### src/rtl/pkt_byte_packer.sv
// pkt_byte_packer
//   Packs a byte-serial packet stream (valid/last) into DATA_WIDTH-bit words
//   for the downstream packet field parser. The earliest byte of each word
//   lands in the least-significant lane; unfilled lanes are zero.
//
// Parameters
//   DATA_WIDTH     output word width in bits (multiple of 8, >= 16)
//   MAX_PKT_BYTES  longest accepted packet, in bytes (length check only)
//
// Ports
//   Clk, Rst           clock; synchronous active-high reset
//   In_Valid/In_Byte   byte strobe and byte
//   In_Last            final byte of a packet (qualified by In_Valid)
//   In_Ready           low only while Rst is asserted
//   OutBus_DataValid   one-cycle word strobe
//   OutBus_DataSop     first word of a packet
//   OutBus_DataEop     last word of a packet
//   OutBus_Mod         valid byte count at Eop (0 = all lanes), 0 otherwise
//   OutBus_Data        packed word
//   err_oversize       one-cycle pulse alongside a truncated packet's last word
//
// Build option
//   PACKER_MAXLEN_CHECK_EN  enables the MAX_PKT_BYTES length check. Without it
//   err_oversize stays 0 and packets of any length pass through.

module pkt_byte_packer #(
  parameter int DATA_WIDTH    = 64,
  parameter int MAX_PKT_BYTES = 1518
) (
  input  logic                              Clk,
  input  logic                              Rst,
  input  logic                              In_Valid,
  input  logic [7:0]                        In_Byte,
  input  logic                              In_Last,
  output logic                              In_Ready,
  output logic                              OutBus_DataValid,
  output logic                              OutBus_DataSop,
  output logic                              OutBus_DataEop,
  output logic [$clog2(DATA_WIDTH/8)-1:0]   OutBus_Mod,
  output logic [DATA_WIDTH-1:0]             OutBus_Data,
  output logic                              err_oversize
);

  localparam int W  = DATA_WIDTH / 8;
  localparam int LW = $clog2(W);

  if ((DATA_WIDTH % 8) != 0 || DATA_WIDTH < 16 ||
      MAX_PKT_BYTES < 1 || MAX_PKT_BYTES > 65535) begin : g_bad_params
    $error("pkt_byte_packer: illegal DATA_WIDTH or MAX_PKT_BYTES");
  end

  typedef enum logic [1:0] {
    S_IDLE,
    S_FILL,
    S_DISCARD
  } state_t;

  state_t                  state;
  logic [LW-1:0]           lane;
  logic [DATA_WIDTH-1:0]   asm_q;
  logic                    first_word;

  logic [LW-1:0]           cur_lane;
  logic [DATA_WIDTH-1:0]   word_nxt;
  logic [LW-1:0]           mod_nxt;
  logic                    full;
  logic                    trunc;
  logic                    emit;

  assign In_Ready = ~Rst;

  // The IDLE state folds the first byte into lane 0 of a cleared word, so
  // the completing-byte word is formed the same way in IDLE and FILL.
  always_comb begin
    cur_lane = (state == S_IDLE) ? '0 : lane;
    word_nxt = (state == S_IDLE) ? '0 : asm_q;
    for (int unsigned i = 0; i < W; i++) begin
      if (LW'(i) == cur_lane) word_nxt[8*i +: 8] = In_Byte;
    end
    full    = (cur_lane == LW'(W - 1));
    mod_nxt = full ? '0 : LW'(cur_lane + 1'b1);
  end

`ifdef PACKER_MAXLEN_CHECK_EN
  logic [15:0] byte_cnt;
  logic [15:0] cnt_nxt;

  always_comb begin
    if (state == S_IDLE)          cnt_nxt = 16'd1;
    else if (byte_cnt == 16'hFFFF) cnt_nxt = byte_cnt;
    else                           cnt_nxt = byte_cnt + 16'd1;
    // A packet of exactly MAX_PKT_BYTES ends on its own In_Last: no error.
    trunc = (cnt_nxt == 16'(MAX_PKT_BYTES)) && !In_Last;
  end

  always_ff @(posedge Clk) begin
    if (Rst)                                byte_cnt <= '0;
    else if (In_Valid && state != S_DISCARD) byte_cnt <= cnt_nxt;
  end
`else
  assign trunc = 1'b0;
`endif

  assign emit = full || In_Last || trunc;

  always_ff @(posedge Clk) begin
    if (Rst) begin
      state            <= S_IDLE;
      lane             <= '0;
      asm_q            <= '0;
      first_word       <= 1'b0;
      OutBus_DataValid <= 1'b0;
      OutBus_DataSop   <= 1'b0;
      OutBus_DataEop   <= 1'b0;
      OutBus_Mod       <= '0;
      OutBus_Data      <= '0;
      err_oversize     <= 1'b0;
    end else begin
      OutBus_DataValid <= 1'b0;
      OutBus_DataSop   <= 1'b0;
      OutBus_DataEop   <= 1'b0;
      OutBus_Mod       <= '0;
      OutBus_Data      <= '0;
      err_oversize     <= 1'b0;
      if (In_Valid) begin
        if (state == S_DISCARD) begin
          if (In_Last) state <= S_IDLE;
        end else if (emit) begin
          OutBus_DataValid <= 1'b1;
          OutBus_DataSop   <= (state == S_IDLE) || first_word;
          OutBus_DataEop   <= In_Last || trunc;
          OutBus_Mod       <= (In_Last || trunc) ? mod_nxt : '0;
          OutBus_Data      <= word_nxt;
          err_oversize     <= trunc;
          lane             <= '0;
          asm_q            <= '0;
          first_word       <= 1'b0;
          if (In_Last)    state <= S_IDLE;
          else if (trunc) state <= S_DISCARD;
          else            state <= S_FILL;
        end else begin
          asm_q      <= word_nxt;
          lane       <= cur_lane + 1'b1;
          first_word <= (state == S_IDLE) || first_word;
          state      <= S_FILL;
        end
      end
    end
  end

endmodule

### config.mk
export PLATFORM = sky130hd
export DESIGN_NAME = pkt_byte_packer
export DESIGN_NICKNAME = d
export VERILOG_FILES = /design/src/rtl/pkt_byte_packer.sv
export SDC_FILE = /design/constraint.sdc
export NUM_CORES = 1
export LEC_CHECK = 0
export CAP_MARGIN = 20
export CORE_ASPECT_RATIO = 0.7
export CORE_MARGIN = 2
export CORE_UTILIZATION = 47
export DETAILED_ROUTE_END_ITERATION = 16
export PLACE_DENSITY = 0.72
export SLEW_MARGIN = 20
export SYNTH_ARGS = -nofsm -noshare
export SYNTH_HDL_FRONTEND = slang
export SYNTH_SLANG_ARGS = --single-unit
### constraint.sdc
create_clock -name Clk -period 3.3 [get_ports Clk]
set_clock_uncertainty 0.1 [all_clocks]
set_input_delay 0.33 -clock Clk [delete_from_list [all_inputs] [get_ports Clk]]
set_output_delay 0.33 -clock Clk [all_outputs]
set_load 0.05 [all_outputs]
==> flow_metrics.py, run 1 <==
metrics = {
    "outcome": {
        "status": "finished, final reports clean",
    },
    "worst_setup_path": {
        "cp.depth": 7,
        "slowest_stage": "nand3b_1",
        "slowest_delay_ns": 0.77,
        "r2r_cells": 7,
        "cp-endpoint": "OutBus_Data[48]",
        "crit_family": "simple AND/OR/NAND/NOR gates",
        "startpoint_type": "register",
        "cp_data_arrival_time_ns": 3.02,
        "end_kind": "register",
        "worstSetupPathType": "register to register",
        "crit_buf_inv": 2,
        "path_cells": "buf_4, and2_1, ha_1, buf_4, nor2_1, nand3b_1, a21oi_1",
        "r2r_start": "state[0]",
        "setup.worst_path.start": "state[0]",
        "critPathRequiredTime_ns": 3.51,
        "r2r_slack_ns": 0.50,
        "crit_top_cell": "buf_4",
        "r2r_end": "OutBus_Data[48]",
        "crit_fanout": 26,
    },
    "sta": {
        "fin_crit_ns": 2.80,
        "rsz0062_at_grt": "false",
        "setup_viol": 0,
        "fin_tns_setup_ns": 0,
        "hold_violations": 0,
        "max_freq_mhz": 357,
        "fin_crit_sh_pct": 85.0,
        "drv_slew": 0,
        "slew_headroom_pct": 33.5,
        "tightest_slew_ns": 0.995,
        "whs_ns": 0.355,
        "finalWorstSetupSlack_ns": 0.495,
    },
    "final_layout": {
        "n_fill_cell": 797,
        "antenna_cells": 0,
        "design_area_um2": 6380,
        "area_growth_pct": 29.1,
        "final_core_util_pct": 62.0,
        "drive_above_1_share_pct": 9.07,
        "final_nets": 568,
    },
    "synth": {
        "synth_most_common_cell": "dfxtp_1",
        "yosys_warnings": 0,
        "synth_nets": 500,
        "postSynthAreaPerCell_um2": 10.2,
        "synth_edf_count": 0,
        "ys_ff_latch": 139,
        "ys.flop_type": "dfxtp_1",
        "synth_cell_types": 36,
        "synth_area_leaders": "dfxtp_1, a22o_1, nand2_1",
        "syn-cell-area_um2": 4940,
        "yosys.area.top_type": "dfxtp_1",
        "synth_common_cells": "dfxtp_1, nand2_1, a22o_1",
        "netlist_instances": 482,
        "synthArstFlopShare_pct": 0,
        "netlist.area_leader.share_pct": 56.3,
        "ys_seq_area_share_pct": 56.3,
    },
    "global_routing": {
        "grt_first_pass_wirelength_um": 19200,
        "grt.busiest_layer": "met2",
        "use_met3_pct": 6.55,
        "grt_max_degree": 29,
        "first_global_vias": 3619,
        "grtUsageTotal_pct": 21.4,
        "use_met1_pct": 30.1,
        "grt_util_met2_pct": 31.4,
        "overflow": 0,
        "antenna_found_initial": 0,
    },
    "floorplan": {
        "num_rows": 31,
        "ios": 84,
        "die-area_um2": 11400,
        "start_util_pct": 48.0,
        "fp.coreArea_um2": 10300,
        "die_y_um": 89.8,
        "dieWidth_um": 127,
    },
    "placement": {
        "dp_slack_ns": 0.589,
        "portBuffers": 82,
        "place_hpwl_um": 7620,
        "placed_cell_area_um2": 5790,
        "place.gp.congestion": 0.768,
    },
    "cts": {
        "clk_pin_slew_ns": 0.05,
        "clk_latency_ns": 0.42,
        "clock-sinks": 139,
        "cts_buffers": 17,
        "cts_tree": "yes",
        "cts_max_path_buffers": 2,
        "ctsHoldBuffers": 0,
        "postCtsSetupBuffers": 0,
        "clockRootBuffer": "clkbuf_16",
        "htree_num_levels": 4,
        "cts_resized": 0,
    },
    "drt": {
        "ant_nets": 0,
        "drtIter0Drc": 327,
        "dr.pass1.iters": 5,
        "wirelength_um": 11900,
        "routedWlPerCell_um": 17.2,
        "route.detailed.drc": 0,
        "num_vias": 3817,
        "viasPerCell": 5.50,
    },
    "pwr": {
        "p_leak_uw": 0.00222,
        "irDropWorstVdd_uv": 354,
        "power.density_nw_per_um2": 581,
    },
    "min_path": {
        "hold_path_class": "register to register",
    },
    "run": {
        "cap_violations": 0,
    },
}
[through the flow]
stage | instances | power (uW)
final | 694 | 3700
after global routing | 694 | 3810
after detailed placement | 663 | 1900
after floorplan | 482 | 1840
after global placement | 663 | 1900
after CTS | 694 | 3720
[layout make-up]
| class | instances | area, um2 | area share, % |
|---|---|---|---|
| Sequential cell | 139 | 2780 | 43.6 |
| Timing Repair Buffer | 88 | 866 | 13.6 |
| Clock buffer | 20 | 457 | 7.16 |
| Multi-Input combinational cell | 297 | 1960 | 30.7 |
| Clock inverter | 11 | 121 | 1.90 |
| Inverter | 7 | 26.3 | 0.412 |
| Tap cell | 132 | 165 | 2.59 |
[logic make-up after synthesis]
kind of cell    count (synthesis)  share of synthesized area, %
compound gates                139                          21.9
fa+ha+maj                       6                          1.52
buf+inv                        46                          4.21
flops                         139                          56.3
other cells                     1                        0.0759
simple gates                  151                          16.0
[flip-flops by register name, indices dropped and copies added (netlist names)]
register,cells
OutBus_Mod,3
OutBus_DataEop,1
state,1
asm_q,64
OutBus_Data,64
first_word,1
OutBus_DataValid,1
lane,3
OutBus_DataSop,1
[layout by cell type (no fill, tap or decap), types with 2 or more instances in the layout]
cell | netlist | layout
clkdlybuf4s50_1 | 0 | 82
nor4_4 | 3 | 3
a22o_1 | 56 | 56
buf_4 | 2 | 6
dfxtp_1 | 139 | 139
inv_1 | 6 | 6
bufinv_16 | 0 | 2
and2_0 | 3 | 3
a32oi_1 | 24 | 24
clkinv_2 | 0 | 3
clkbuf_8 | 0 | 2
nand3_1 | 2 | 2
nor2b_1 | 2 | 2
nand3b_1 | 17 | 17
a21oi_1 | 44 | 44
and2_1 | 17 | 17
nor2_1 | 28 | 28
a31o_2 | 3 | 3
clkbuf_16 | 0 | 17
o22ai_4 | 3 | 3
ha_1 | 6 | 6
a21boi_1 | 3 | 3
nand2b_1 | 3 | 3
nand2_1 | 71 | 71
clkinvlp_4 | 0 | 5
[where the power goes]
part / switching, uW / internal, uW
registers: 5.11 / 1690
clock network: 692 / 1140
logic: 125 / 48.5
[worst min-delay path, stage by stage (launching register included)]
cell and delay, ns:
dfxtp_1 0.31, nand2_1 0.05, a21oi_1 0.05
[worst min path at each step]
stage	start	to	slack, ns	cells after the start
after global placement	asm_q[38]	OutBus_Data[38]	0.34	2
after detailed placement	asm_q[37]	OutBus_Data[37]	0.34	2
after global routing	asm_q[45]	OutBus_Data[45]	0.37	2
after CTS	asm_q[38]	OutBus_Data[38]	0.36	2
after floorplan	first_word	OutBus_DataSop	0.33	2
final	asm_q[38]	OutBus_Data[38]	0.35	2
[per-layer routing]
metal | vias up | wire [um]
li1 | 1856 | -
met1 | 1821 | 5680
met2 | 127 | 5300
met3 | 13 | 793
met4 | 0 | 161
met5 | - | 0
No activity file was read; power rests on OpenSTA's default activity.
==> run 2, diff against run 1 <==
clock period = 2.9 ns   (was 3.3 ns; I/O delays follow)
==> run 2 against run 1 <==
Compared with the run above:
- worst hold slack better by 0.0023 ns
- sequential share of layout area down 0.35 points
- total power up 16%
- sequential power up 14%
- combinational power up 14%
- fmax up 10%
- clock-buffer cell count up 4
- routed wire length up 0.76%
==> flow_metrics.py, run 2 (synthesized netlist as in run 1, its figures left out) <==
metrics = {
    "drt": {
        "drtIter0Drc": 361,
        "routedWlPerCell_um": 17.2,
        "num_vias": 3898,
        "viasPerCell": 5.58,
        "dr.pass1.iters": 7,
        "ant_nets": 0,
        "wirelength_um": 12000,
        "route.detailed.drc": 0,
    },
    "final_layout": {
        "seq_area_um2": 2780,
        "multiInputGateArea_um2": 1950,
        "final_nets": 572,
        "fin_cells": 699,
        "drive_above_1_share_pct": 9.52,
        "reg_top3": "OutBus_Data: 64 flops, asm_q: 64 flops",
        "mostFrequentLayoutCell": "dfxtp_1",
        "layout_common_cells": "dfxtp_1, clkdlybuf4s50_1, nand2_1",
        "area_growth_pct": 30.2,
        "n_fill_cell": 801,
        "antenna_cells": 0,
    },
    "run": {
        "cap_violations": 0,
    },
    "global_routing": {
        "antenna_found_initial": 0,
        "overflow": 0,
        "use_met1_pct": 30.1,
        "grtUsageTotal_pct": 21.9,
        "grt.busiest_layer": "met2",
        "grt_max_degree": 34,
        "grt_first_pass_wirelength_um": 19500,
        "use_met3_pct": 6.79,
        "first_global_vias": 3735,
        "grt_util_met2_pct": 32.4,
    },
    "sta": {
        "fin_tns_setup_ns": 0,
        "slew_headroom_pct": 40.5,
        "max_freq_mhz": 394,
        "hold_violations": 0,
        "fin_crit_sh_pct": 87.6,
        "drv_slew": 0,
        "rsz0062_at_grt": "false",
        "tightest_slew_ns": 0.890,
        "fin_crit_ns": 2.54,
        "setup_viol": 0,
    },
    "floorplan": {
        "start_util_pct": 48.0,
        "num_rows": 31,
        "die_y_um": 89.8,
        "dieWidth_um": 127,
        "ios": 84,
        "fp.coreArea_um2": 10300,
        "die-area_um2": 11400,
    },
    "cts": {
        "clk_pin_slew_ns": 0.05,
        "ctsHoldBuffers": 0,
        "htree_num_levels": 4,
        "cts_resized": 0,
        "postCtsSetupBuffers": 0,
        "cts_max_path_buffers": 2,
        "clockRootBuffer": "clkbuf_16",
        "clk_latency_ns": 0.41,
        "clock-sinks": 139,
        "cts_buffers": 17,
        "cts_tree": "yes",
    },
    "placement": {
        "place.gp.congestion": 0.772,
        "place_hpwl_um": 7720,
        "place_inst": 667,
        "portBuffers": 82,
    },
    "worst_setup_path": {
        "worstSetupPathType": "register to register",
        "r2r_cells": 7,
        "setup.worst_path.start": "state[0]",
        "cp-endpoint": "asm_q[20]",
        "crit_fanout": 8,
        "critPathRequiredTime_ns": 3.15,
        "cp_data_arrival_time_ns": 2.79,
        "r2r_end": "asm_q[20]",
        "r2r_slack_ns": 0.36,
        "startpoint_type": "register",
        "end_kind": "register",
        "r2r_start": "state[0]",
    },
    "pwr": {
        "power.density_nw_per_um2": 667,
        "p_leak_uw": 0.00228,
        "power.internal_uw": 3390,
        "clkPwrFrac_pct": 50.4,
        "seqPwrFrac_pct": 45.0,
        "irDropWorstVdd_uv": 397,
        "combPwrFrac_pct": 4.6,
        "netSwitchingPower_uw": 896,
        "switching_share_pct": 20.9,
    },
    "min_path": {
        "hold_path_class": "register to register",
    },
    "outcome": {
        "status": "finished, final reports clean",
    },
}
run 2: power groups by stage:
| stage | combinational [uW] | clock [uW] | sequential [uW] |
|---|---|---|---|
| floorplan | 107 | 0 | 1990 |
| global placement | 193 | 0 | 1970 |
| detailed placement | 195 | 0 | 1970 |
| CTS | 197 | 2200 | 1930 |
| global route | 211 | 2270 | 1930 |
| finish | 199 | 2160 | 1930 |
run 2: worst min path at each step:
stage | endpoint | start | depth (start not counted) | slack (ns)
after floorplan | asm_q[0] | In_Byte[0] | 1 | 0.32
after global placement | asm_q[63] | asm_q[63] | 1 | 0.34
after detailed placement | asm_q[58] | asm_q[58] | 1 | 0.35
after CTS | OutBus_Data[50] | asm_q[50] | 2 | 0.36
after global routing | OutBus_Data[32] | asm_q[32] | 2 | 0.38
final | OutBus_Data[32] | asm_q[32] | 2 | 0.36
run 2: metrics by stage:
stage / hold WS, ns / setup WS, ns / power, uW / area [um2] / utilization, %
2_1_floorplan: 0.315 / 0.333 / 2100 / 4940 / -
3_3_place_gp: 0.343 / 0.512 / 2160 / 5830 / 56.7
3_5_place_dp: 0.348 / 0.385 / 2170 / 5830 / 56.7
4_1_cts: 0.359 / 0.381 / 4320 / 6430 / 62.5
5_1_grt: 0.379 / 0.217 / 4420 / 6430 / 62.5
6_report: 0.357 / 0.360 / 4290 / 6430 / 62.5
run 2: metal layers:
layer / up-vias / part of all wire [%] / routed length (um)
li1: 1857 / - / -
met1: 1876 / 46 / 5560
met2: 145 / 45 / 5390
met3: 20 / 7.0 / 840
met4: 0 / 2.0 / 237
met5: - / 0 / 0
run 2: critical path, cell delays in order (launching register included):
cell	delay (ns)
dfxtp_1	0.34
nand2_1	0.17
inv_1	0.09
ha_1	0.20
ha_1	0.26
nor4b_2	0.64
and2_0	0.49
a22o_1	0.20
run 2: final cells by class:
type / instances / share of cell area [%]
inverters: 7 / 0.409
flip-flops and latches: 139 / 43.3
clock inverters: 8 / 1.79
well taps: 132 / 2.57
multi-input cells: 297 / 30.4
repair buffers: 92 / 14.1
clock buffers: 24 / 7.49
==> run 3, diff against run 2 <==
ABC_AREA = 1   (was default)
CORE_UTILIZATION = 40   (was 47)
PLACE_DENSITY = default   (was 0.72)
SLEW_MARGIN = default   (was 20)
==> run 3 against run 2 <==
Compared with the run above:
- setup slack improved by 0.20 ns
- sequential power about the same
- clock power increased by 7%
- combinational power increased by 5%
- first-iteration DRC count increased by 5.5%
- flip-flop and latch count unchanged
- fmax increased by 8.8%
- total power increased by 3.7%
- critical path depth decreased by 2
- critical path type unchanged
==> flow_metrics.py, run 3 <==
metrics = {
    "worst_setup_path": {
        "worstSetupPathType": "register to register",
        "cp_data_arrival_time_ns": 2.57,
        "startpoint_type": "register",
        "critPathRequiredTime_ns": 3.14,
        "end_kind": "register",
        "crit_fanout": 80,
    },
    "synth": {
        "synth_edf_count": 0,
        "netlist_instances": 740,
        "postSynthAreaPerCell_um2": 7.39,
        "yosys.area.top_type": "dfxtp_1",
        "ys_ff_latch": 139,
        "syn-cell-area_um2": 5470,
        "ys_seq_area_share_pct": 50.9,
        "yosys_warnings": 0,
        "synthArstFlopShare_pct": 0,
        "synth_nets": 758,
        "netlist.area_leader.share_pct": 50.9,
        "ys.flop_type": "dfxtp_1",
        "synth_most_common_cell": "nand2_1",
        "synth_area_leaders": "dfxtp_1, nand2_1, nand3_1",
        "synth_common_cells": "nand2_1, dfxtp_1, nand3_1",
        "synth_cell_types": 22,
    },
    "global_routing": {
        "first_global_vias": 4696,
        "grt_max_degree": 81,
        "antenna_found_initial": 0,
        "grtUsageTotal_pct": 21.5,
        "grt_first_pass_wirelength_um": 24100,
        "overflow": 0,
    },
    "floorplan": {
        "num_rows": 35,
        "ios": 84,
        "die_y_um": 102,
        "fp.coreArea_um2": 13300,
        "dieWidth_um": 144,
        "start_util_pct": 41.2,
        "die-area_um2": 14600,
    },
    "cts": {
        "cts_tree": "yes",
        "clock-sinks": 139,
        "ctsHoldBuffers": 0,
        "clk_latency_ns": 0.42,
        "postCtsSetupBuffers": 0,
        "clockRootBuffer": "clkbuf_16",
        "htree_num_levels": 4,
        "clk_pin_slew_ns": 0.06,
        "cts_buffers": 17,
        "cts_max_path_buffers": 2,
        "cts_resized": 0,
    },
    "placement": {
        "portBuffers": 82,
        "place.gp.congestion": 0.805,
        "place_hpwl_um": 9300,
    },
    "drt": {
        "dr.pass1.iters": 6,
        "route.detailed.drc": 0,
        "ant_nets": 0,
        "num_vias": 5120,
        "routedWlPerCell_um": 15.0,
        "viasPerCell": 5.13,
        "wirelength_um": 15000,
        "drtIter0Drc": 381,
    },
    "final_layout": {
        "n_fill_cell": 1242,
        "reg_top3": "OutBus_Data: 64 flops, asm_q: 64 flops",
        "seq_area_um2": 2780,
        "multiInputGateArea_um2": 2290,
        "layout_common_cells": "nand2_1, dfxtp_1, nand3_1",
        "drive_above_1_share_pct": 6.76,
        "mostFrequentLayoutCell": "nand2_1",
        "final_nets": 819,
        "antenna_cells": 0,
        "area_growth_pct": 27.5,
    },
    "pwr": {
        "seqPwrFrac_pct": 43.4,
        "p_leak_uw": 0.00270,
        "irDropWorstVdd_uv": 433,
        "combPwrFrac_pct": 4.7,
        "switching_share_pct": 22.8,
        "netSwitchingPower_uw": 1010,
        "power.internal_uw": 3440,
        "clkPwrFrac_pct": 51.9,
        "power.density_nw_per_um2": 638,
    },
    "sta": {
        "rsz0062_at_grt": "false",
        "max_freq_mhz": 428,
        "tightest_slew_ns": 0.816,
        "fin_crit_ns": 2.34,
        "hold_violations": 0,
        "whs_ns": 0.135,
        "fin_crit_sh_pct": 80.5,
        "fin_tns_setup_ns": 0,
        "setup_viol": 0,
        "drv_slew": 0,
        "slew_headroom_pct": 45.6,
    },
    "min_path": {
        "hold_path_class": "primary input to register",
    },
    "outcome": {
        "status": "finished, final reports clean",
    },
    "run": {
        "cap_violations": 0,
    },
}
==> run 3: logic make-up after synthesis <==
group,Yosys count,share of synthesized area [%]
compound gates,80,7.37
fa+ha+maj,6,1.37
buf+inv,86,7.30
flops,139,50.9
other cells,1,0.0686
simple gates,428,33.0
==> run 3: per-layer routing <==
metal	vias up	global-route usage, %	share of wire, %
li1	2505	-	-
met1	2385	29.3	47
met2	205	32.9	44
met3	25	4.69	6.7
met4	0	9.65	2.1
met5	-	0	0
==> run 3: path summary, 6_finish.rpt <==
path / start / to / slack, ns / depth (start not counted)
worst max register to register: state[0] / asm_q[43] / 0.56 / 5
worst min-delay path: Rst / asm_q[62] / 0.13 / 4
worst min register to register: asm_q[63] / asm_q[63] / 0.34 / 2
worst max-delay path: state[0] / asm_q[43] / 0.56 / 5
==> run 3: final cells by class <==
class,count,area share (%)
sequential,139,39.9
multi-input combinational,515,32.9
timing repair buffer,95,13.1
clock buffer,18,6.29
tap,185,3.32
clock inverter,14,2.74
inverter,33,1.78
==> run 3: worst max-delay path, stage by stage, from the launching register on <==
cell and delay, ns:
dfxtp_2 0.51, buf_4 0.69, nand3_1 0.47, nand2_1 0.21, nand3_1 0.10, a21oi_1 0.16
==> run 3: through the flow <==
| step | total power (uW) | util, % | cell area (um2) | setup WS, ns | std cells |
|---|---|---|---|---|---|
| floorplan | 2110 | - | 5470 | 0.707 | 740 |
| global route | 4590 | 52.6 | 6980 | 0.360 | 999 |
| detailed placement | 2180 | 47.8 | 6350 | 0.611 | 967 |
| finish | 4450 | 52.6 | 6980 | 0.565 | 999 |
| CTS | 4480 | 52.6 | 6980 | 0.571 | 999 |
| global placement | 2170 | 47.8 | 6350 | 0.708 | 967 |
==> run 3: power by group through the flow <==
stage / clock (uW) / sequential (uW) / combinational [uW]
global placement: 0 / 1970 / 202
CTS: 2350 / 1930 / 206
global route: 2440 / 1930 / 224
floorplan: 0 / 1990 / 120
detailed placement: 0 / 1970 / 205
finish: 2310 / 1930 / 208
